`src/rtl/mem_pkg.sv`:
```
// mem_pkg: shared definitions for the load/store unit and any memory model.
//   - op encodings OP_LW..OP_SB (3-bit req_op values)
//   - state_t: FSM states of mem_access_unit
//   - is_load / misaligned: request classification
//   - load_extend: lane extraction with sign/zero extension
//   - store_merge: replace the selected byte/halfword lane of a word
package mem_pkg;

  localparam logic [2:0] OP_LW  = 3'b000;
  localparam logic [2:0] OP_LH  = 3'b001;
  localparam logic [2:0] OP_LHU = 3'b010;
  localparam logic [2:0] OP_LB  = 3'b011;
  localparam logic [2:0] OP_LBU = 3'b100;
  localparam logic [2:0] OP_SW  = 3'b101;
  localparam logic [2:0] OP_SH  = 3'b110;
  localparam logic [2:0] OP_SB  = 3'b111;

  typedef enum logic [1:0] {S_IDLE, S_RD, S_WR, S_RESP} state_t;

  // Loads occupy the low five encodings.
  function automatic logic is_load(input logic [2:0] op);
    return (op <= OP_LBU);
  endfunction

  function automatic logic misaligned(input logic [2:0] op, input logic [1:0] lane);
    case (op)
      OP_LW, OP_SW:          return (lane != 2'b00);
      OP_LH, OP_LHU, OP_SH:  return lane[0];
      default:               return 1'b0;
    endcase
  endfunction

  // Little-endian lanes: byte k is word[8k+7:8k]; halfword picked by lane[1].
  function automatic logic [31:0] load_extend(input logic [2:0]  op,
                                              input logic [1:0]  lane,
                                              input logic [31:0] word);
    logic [7:0]  b;
    logic [15:0] h;
    b = word[{lane, 3'b000} +: 8];
    h = lane[1] ? word[31:16] : word[15:0];
    case (op)
      OP_LW:   return word;
      OP_LH:   return {{16{h[15]}}, h};
      OP_LHU:  return {16'h0000, h};
      OP_LB:   return {{24{b[7]}}, b};
      OP_LBU:  return {24'h000000, b};
      default: return 32'h0000_0000;
    endcase
  endfunction

  function automatic logic [31:0] store_merge(input logic [2:0]  op,
                                              input logic [1:0]  lane,
                                              input logic [31:0] word,
                                              input logic [31:0] wdata);
    logic [31:0] m;
    m = word;
    case (op)
      OP_SB:   m[{lane, 3'b000} +: 8] = wdata[7:0];
      OP_SH:   if (lane[1]) m[31:16] = wdata[15:0];
               else         m[15:0]  = wdata[15:0];
      OP_SW:   m = wdata;
      default: m = word;
    endcase
    return m;
  endfunction

endpackage

```
`src/rtl/mem_lane_align.sv`:
```
// mem_lane_align: combinational lane handling for the load/store unit.
//   op        - latched request op
//   lane      - latched addr[1:0]
//   word      - word read from memory
//   wdata     - latched store data
//   load_data - extracted and extended load result
//   merged    - word with the selected store lane replaced
module mem_lane_align
  import mem_pkg::*;
(
  input  logic [2:0]  op,
  input  logic [1:0]  lane,
  input  logic [31:0] word,
  input  logic [31:0] wdata,
  output logic [31:0] load_data,
  output logic [31:0] merged
);

  assign load_data = load_extend(op, lane, word);
  assign merged    = store_merge(op, lane, word, wdata);

endmodule

```
`src/rtl/mem_access_unit.sv`:
```
// mem_access_unit: CPU-side load/store initiator for a word-organised memory.
//   clk, reset            - clock, asynchronous active-high reset
//   req_valid/req_ready   - request handshake (ready only in IDLE)
//   req_op/addr/wdata     - request, latched at accept
//   resp_valid            - one-cycle completion pulse
//   resp_rdata/resp_err   - extended load data / misalign-or-timeout flag
//   mem_addr/en/we/wdata  - memory command (word-aligned address)
//   mem_rdata/mem_ready   - memory read word (combinational) and completion
module mem_access_unit
  import mem_pkg::*;
#(
  parameter int ADDR_W      = 32,
  parameter int TIMEOUT_CYC = 16
) (
  input  logic              clk,
  input  logic              reset,
  input  logic              req_valid,
  output logic              req_ready,
  input  logic [2:0]        req_op,
  input  logic [ADDR_W-1:0] req_addr,
  input  logic [31:0]       req_wdata,
  output logic              resp_valid,
  output logic [31:0]       resp_rdata,
  output logic              resp_err,
  output logic [ADDR_W-1:0] mem_addr,
  output logic              mem_en,
  output logic              mem_we,
  output logic [31:0]       mem_wdata,
  input  logic [31:0]       mem_rdata,
  input  logic              mem_ready
);

  localparam int                CNT_W    = $clog2(TIMEOUT_CYC + 1);
  localparam logic [CNT_W-1:0]  CNT_LAST = CNT_W'(TIMEOUT_CYC - 1);

  state_t            state;
  logic [CNT_W-1:0]  cnt;
  logic [2:0]        op_p0;
  logic [1:0]        lane_p0;
  logic [31:0]       wdata_p0;
  logic [31:0]       load_data;
  logic [31:0]       merged;

  assign req_ready = (state == S_IDLE);

  mem_lane_align u_align (
    .op        (op_p0),
    .lane      (lane_p0),
    .word      (mem_rdata),
    .wdata     (wdata_p0),
    .load_data (load_data),
    .merged    (merged)
  );

  // Request latch: data only, captured at accept.
  always_ff @(posedge clk) begin
    if (req_ready && req_valid) begin
      op_p0    <= req_op;
      lane_p0  <= req_addr[1:0];
      wdata_p0 <= req_wdata;
    end
  end

  // Control FSM with registered outputs.
  always_ff @(posedge clk or posedge reset) begin
    if (reset) begin
      state      <= S_IDLE;
      cnt        <= '0;
      resp_valid <= 1'b0;
      resp_rdata <= 32'h0;
      resp_err   <= 1'b0;
      mem_addr   <= '0;
      mem_en     <= 1'b0;
      mem_we     <= 1'b0;
      mem_wdata  <= 32'h0;
    end else begin
      resp_valid <= 1'b0;
      case (state)
        S_IDLE: begin
          if (req_valid) begin
            cnt        <= '0;
            resp_rdata <= 32'h0;
            resp_err   <= 1'b0;
            if (misaligned(req_op, req_addr[1:0])) begin
              state      <= S_RESP;
              resp_valid <= 1'b1;
              resp_err   <= 1'b1;
            end else begin
              mem_addr <= {req_addr[ADDR_W-1:2], 2'b00};
              mem_en   <= 1'b1;
              if (req_op == OP_SW) begin
                state     <= S_WR;
                mem_we    <= 1'b1;
                mem_wdata <= req_wdata;
              end else begin
                state <= S_RD;
              end
            end
          end
        end
        S_RD: begin
          if (mem_ready) begin
            if (is_load(op_p0)) begin
              state      <= S_RESP;
              resp_valid <= 1'b1;
              resp_rdata <= load_data;
              mem_en     <= 1'b0;
            end else begin
              // Partial store: write back the read word with one lane replaced.
              state     <= S_WR;
              mem_we    <= 1'b1;
              mem_wdata <= merged;
              cnt       <= '0;
            end
          end else if (cnt == CNT_LAST) begin
            state      <= S_RESP;
            resp_valid <= 1'b1;
            resp_err   <= 1'b1;
            mem_en     <= 1'b0;
          end else begin
            cnt <= cnt + 1'b1;
          end
        end
        S_WR: begin
          if (mem_ready || cnt == CNT_LAST) begin
            state      <= S_RESP;
            resp_valid <= 1'b1;
            resp_err   <= !mem_ready;
            mem_en     <= 1'b0;
            mem_we     <= 1'b0;
            mem_wdata  <= 32'h0;
          end else begin
            cnt <= cnt + 1'b1;
          end
        end
        default: begin
          state      <= S_IDLE;
          resp_rdata <= 32'h0;
          resp_err   <= 1'b0;
        end
      endcase
    end
  end

endmodule

```
`config.mk`:
```
export PLATFORM = sky130hd
export DESIGN_NAME = mem_access_unit
export DESIGN_NICKNAME = d
export VERILOG_FILES = /design/src/rtl/mem_pkg.sv /design/src/rtl/mem_lane_align.sv /design/src/rtl/mem_access_unit.sv
export SDC_FILE = /design/constraint.sdc
export NUM_CORES = 1
export LEC_CHECK = 0
export CELL_PAD_IN_SITES_DETAIL_PLACEMENT = 1
export CELL_PAD_IN_SITES_GLOBAL_PLACEMENT = 1
export CORE_MARGIN = 3
export CORE_UTILIZATION = 38
export DETAILED_ROUTE_END_ITERATION = 8
export PLACE_DENSITY_LB_ADDON = 0.05
export SLEW_MARGIN = 20
export SYNTH_ARGS = -nofsm -noshare
export SYNTH_HDL_FRONTEND = slang
export SYNTH_SLANG_ARGS = --single-unit
```
`constraint.sdc`:
```
create_clock -name clk -period 4.58 [get_ports clk]
set_clock_uncertainty 0.2 [all_clocks]
set_input_delay 0.687 -clock clk [delete_from_list [all_inputs] [get_ports clk]]
set_output_delay 0.687 -clock clk [all_outputs]
set_load 0.02 [all_outputs]
```
# [Word-level counts from Yosys, hierarchy flattened]
# Index checks and enable logic that the tools add are counted.
[word_totals] regBits=142 latchBits=0 mem_bits_rw=0 romBits=0 input_bits=103 output_inout_bits=101 wordCells=124 memories=0
[classes] add_sub_neg=2 multipliers=0 div=0 magnitude_cmp=1 eq_ne=28 shifts=3 muxes=59 n_bitwise=2 reduce_logical=17
[ops] cell="$mux 32" count=9
[ops] cell="$pmux 32 s3" count=3
[ops] cell="$pmux 32 s5" count=1
[ops] cell="$mux 16" count=3
[ops] cell="$bwmux 32" count=1
[ops] cell="$shift 8x7->32 const A" count=1
[ops] cell="$shiftx 32x6->8" count=1
[ops] cell="$shiftx 8x7->32" count=1
[ops] cell="$mux 5" count=5
[ops] cell="$mux 1" count=24
[ops] cell="$eq 3x3->1 const B" count=6
[ops] cell="$ne 2x2->1 const B" count=9
[ops] cell="$pmux 5 s3" count=1
[ops] cell="$mux 2" count=6
[ops] cell="$ne 3x3->1 const B" count=4
[ops] cell="$pmux 1 s3" count=4
[ops] cell="$eq 3x2->1 const B" count=3
[ops] cell="$reduce_and 4->1" count=2
[ops] cell="$neg 5->7" count=1
[ops] cell="$reduce_and 7->1" count=1
[ops] cell="$eq 3x1->1 const B" count=2
[ops] cell="$logic_not 3->1" count=2
[ops] cell="$pmux 2 s3" count=1
[ops] cell="$reduce_and 3->1" count=2
[ops] cell="other kinds (18)" count=19

# [Longest topological paths before layout]
[depth] word_depth=8 mapped_depth=10 mapped_depth_nobuf=8

# [Hierarchy]
# From an unflattened synthesis, not the netlist that was laid out.
[unflattened] cells_unflattened=678 hier_area_um2=7614.8
[modules_own_cells] module="mem_access_unit" instances=1 cells_each=446 area_each_um2=5998.3 seq_area_each_um2=3738.6
[modules_own_cells] module="mem_lane_align" instances=1 cells_each=232 area_each_um2=1616.6 seq_area_each_um2=0.0

# [Worst setup path after synthesis]
# Ideal clock, no wire load.
[synth_path] kind="register -> register" start="register state[0]" end="register mem_addr[22]" setup_time_ns=0.128 arrival_time_ns=2.579 t_required_ns=4.252 setup_slack_ns=1.673 path_stages_with_launch=7 path_buffers=1 synth_period_minus_slack_ns=2.907 path_cell_list="dfrtp_1 inv_1 ha_1 and2_1 nand2b_1 buf_2 mux2_1"
[synth_via] elab_chain_len=2
[synth_rtl] item="start, declared" line_no="mem_access_unit.sv:36" source="state_t state;"
[synth_rtl] item="start signal, assigned" line_no="mem_access_unit.sv:67" source="state <= S_IDLE;"
[synth_rtl] item="start signal, assigned" line_no="mem_access_unit.sv:85" source="state <= S_RESP;"
[synth_rtl] item="start signal, assigned" line_no="mem_access_unit.sv:92" source="state <= S_WR;"
[synth_rtl] item="$logic_not 2->1"
[synth_rtl] item="net req_ready" line_no="mem_access_unit.sv:18" source="output logic req_ready,"
[synth_rtl] item="$reduce_and 3->1 (no source line)"
[synth_rtl] item="end signal, assigned" line_no="mem_access_unit.sv:89" source="mem_addr <= {req_addr[ADDR_W-1:2], 2'b00};"
[synth_rtl] item="end, declared" line_no="mem_access_unit.sv:25" source="output logic [ADDR_W-1:0] mem_addr,"
# The timed path passes the listed nets, and every way through them passes these cells.
# A chain may end at the register's enable or synchronous reset.

# [Worst setup path after layout]
[layout_path] start="register state[1]" end="register resp_rdata[4]"
[layout_via] elab_chain_len=3
[layout_rtl] item="$eq 2x1->1, or another cell as far along" line_no="mem_access_unit.sv:78" source="case (state)"
[layout_rtl] item="$ne 2x2->1 (no source line) or $not 1->1 (tied branches)"
[layout_rtl] item="$reduce_and 4->1 (no source line)"
[layout_rtl] item="end signal, assigned" line_no="mem_access_unit.sv:106" source="resp_rdata <= load_data;"
[layout_rtl] item="end, declared" line_no="mem_access_unit.sv:23" source="output logic [31:0] resp_rdata,"
# Parallel ways exist; a longest one is shown, timed or not.

==> impl_metrics.ini <==
[worst_setup_path]
critical-path-max-stage-delay_ps = 660
r2r_cells = 7
crit_chain = inv_1 -> ha_1 -> and2_0 -> o21ai_2 -> nand2_2 -> a22oi_1 -> o21ai_1
origin_of_the_critical_flop_to_flop_path = state[1]
crit_path_end_kind = flip-flop
timing.critical_path.arrival_ps = 3210
critical_path.max_fanout = 32
crit_path_start_kind = flip-flop
regToRegSetupSlack_ps = 1490
critical_path.top_delay_family = simple AND/OR/NAND/NOR gates
wp_data_required_ps = 4710
reg2reg_to = resp_rdata[4]
crit_start = state[1]
crit_path_buffers_inverters = 1
critPathKind = reg -> reg
cpMaxStageDelayCell = sky130_fd_sc_hd__ha_1

[timing]
rsz0062_at_grt = no
period_share = 0.674
finalMaxSlewViolations = 0
worst_slew_pin_slew_ps = 832
final_period_minus_worst_setup_slack_ps = 3090
maxSlewHeadroom = 0.444
final_setup_violation_count = 0
peak_freq_ghz = 0.324
timing.final.hold_violations = 0
fin_setup_tns_ps = 0

[layout]
post_route_cells_drive_above_1_share = 0.127
multi_input_comb_area_um2 = 3400
final_core_utilization = 0.535
layoutNonFillerInstCount = 1147
register_area_um2 = 3740
layout.nets = 989
antenna_cells_inserted = 0
area_growth_syn_to_layout_pct = 36.1
fillCellCount = 2055

[detailed_routing]
drcViolationCount = 0
drtIter0Drc = 467
vias_per_cell = 5.86
num_vias = 6719
drt_wl_total_um = 27500
first_pass_iteration_count_of_the_detailed_router = 5
antenna_left = 0
routedWlPerCell_um = 23.9

[global_route]
grt_max_degree = 64
grt_use_met2 = 0.412
met1_usage = 0.341
busiest_layer = met2
grt_overflow = 0
antenna_found_initial = 0
first_global_vias = 7194
grt_first_pass_wirelength_um = 43000
grt.met3_usage = 0.0661
globalRouteTotalUtil = 0.257

[floorplan]
fp.dieH_um = 147
die_area_um2 = 21500
floorplan.rows = 50
die_x_um = 147
io-pin-count = 204
fp.coreArea_um2 = 19100
initial_core_util = 0.393

[logic_synthesis]
yosysWarnings = 0
synthCells = 695
syn_area_um2 = 7500
seq_total_area_yosys = 0.498
synth_async_sr_flop_share = 0.739
yosysTopAreaCell = sky130_fd_sc_hd__dfrtp_1
synth_area_per_cell_um2 = 10.8
ys_top_cells_by_count = 105 x sky130_fd_sc_hd__dfrtp_1, 57 x sky130_fd_sc_hd__o21ai_0, 53 x sky130_fd_sc_hd__nor2_1
synth.most_common_cell = sky130_fd_sc_hd__dfrtp_1
ys_ff_latch = 142
postSynth.topFlopCell = sky130_fd_sc_hd__dfrtp_1
synth_cell_type_count = 72
synth_enable_flop_cells = 37
synth_largest_type_area_fraction = 0.350
synth_top_cells_by_area = sky130_fd_sc_hd__dfrtp_1 35%, sky130_fd_sc_hd__edfxtp_1 15%, sky130_fd_sc_hd__mux2_2 5.7%

[placement]
placed_cells = 1115
dp_hpwl_um = 20300
finalWeightedCongestion = 0.899
port_buffers = 201

[pwr]
power-per-cell-area_nw_per_um2 = 697
power_leakage_nw = 4.00
vdd_drop_max_uv = 387

[clock_network]
cts_buffer_depth = 2
numCtsBuffers = 17
holdBufCountCts = 0
clock_tree.htree_level_count = 4
tritoncts_clock_tree = done
ctsResizeCount = 0
cts.sink_count = 142
postCtsSetupBuffers = 0
clkSlewWorstSetupHoldPaths_ps = 70
clock_latency_ps = 430
clock_tree.root_cell = sky130_fd_sc_hd__clkbuf_16

[worst_hold_path]
min_path_cells = 1
worstHoldPathType = reg -> reg
hold_path_startpoint = cnt[3]
hold-path-endpoint = cnt[3]

[outcome]
run_status = completed

[run]
cap_viol_max_count = 0
==> placed cells by master (no fill, tap or decap), types with 14 or more instances in the layout <==
cell type / synthesis / final
sky130_fd_sc_hd__a22oi_1: 14 / 14
sky130_fd_sc_hd__o21ai_0: 57 / 57
sky130_fd_sc_hd__inv_1: 20 / 19
sky130_fd_sc_hd__dfrtp_1: 105 / 105
sky130_fd_sc_hd__nand2_1: 34 / 33
sky130_fd_sc_hd__edfxtp_1: 37 / 37
sky130_fd_sc_hd__clkbuf_16: 0 / 18
sky130_fd_sc_hd__a21oi_1: 14 / 14
sky130_fd_sc_hd__a221oi_1: 24 / 24
sky130_fd_sc_hd__clkdlybuf4s50_1: 0 / 201
sky130_fd_sc_hd__mux2_2: 38 / 38
sky130_fd_sc_hd__a221o_1: 16 / 16
sky130_fd_sc_hd__nor2_1: 53 / 53
sky130_fd_sc_hd__o21ai_1: 32 / 32
==> layer usage <==
metal  part of all wire  up-vias
li1                   -     2981
met1               0.43     3356
met2               0.47      335
met3              0.076       47
met4              0.026        0
met5                  0        -
==> state kept, by name, summed over array words and instances, names as in the netlist <==
name and cells:
mem_wdata 32, resp_rdata 32, wdata_p0 32, mem_addr 30, cnt 5, op_p0 3
lane_p0 2, state 2, mem_en 1, mem_we 1, resp_err 1, resp_valid 1
==> power breakdown <==
part	internal (mW)	switching [mW]	total, mW
Clock	0.736	0.603	1.34
Combinational	1.52	2.21	3.73
Sequential	1.78	0.270	2.05
==> stage by stage <==
| stage | area (µm²) | hold slack [ps] | worst slack (ps) | power, mW |
|---|---|---|---|---|
| floorplan | 7510 | 237 | 932 | 4.30 |
| global placement | 9660 | 259 | 1140 | 5.67 |
| detailed placement | 9660 | 266 | 985 | 5.79 |
| CTS | 10200 | 280 | 1130 | 7.17 |
| global route | 10200 | 321 | 1220 | 7.58 |
| finish | 10200 | 286 | 1490 | 7.12 |
==> worst max-delay path by stage <==
stage	slack, ps	cells after the start	end
detailed placement	990	6	mem_wdata[1]
CTS	1130	7	resp_rdata[4]
global placement	1140	6	mem_wdata[26]
global route	1220	7	resp_rdata[4]
floorplan	930	1	cnt[0]
finish	1490	7	resp_rdata[4]
==> cells by family (layout without fill, tap and decap cells) <==
kind of cell	count (synthesis)	count (layout)	share of synthesized area
compound gates	240	240	0.237
flops	142	142	0.498
simple gates	173	173	0.121
buf+inv	77	268	0.0497
fa+ha+maj	13	13	0.0213
mux	49	49	0.0725
other cells	1	2	0.000500
==> final cells by class <==
class                           count  share of cell area
Sequential cell                   142               0.366
Inverter                           22             0.00833
Clock buffer                       19              0.0445
Timing Repair Buffer              214               0.206
Multi-Input combinational cell    477               0.333
Tap cell                          260              0.0318
Clock inverter                     13              0.0103
(Power assumes the default switching activity.)
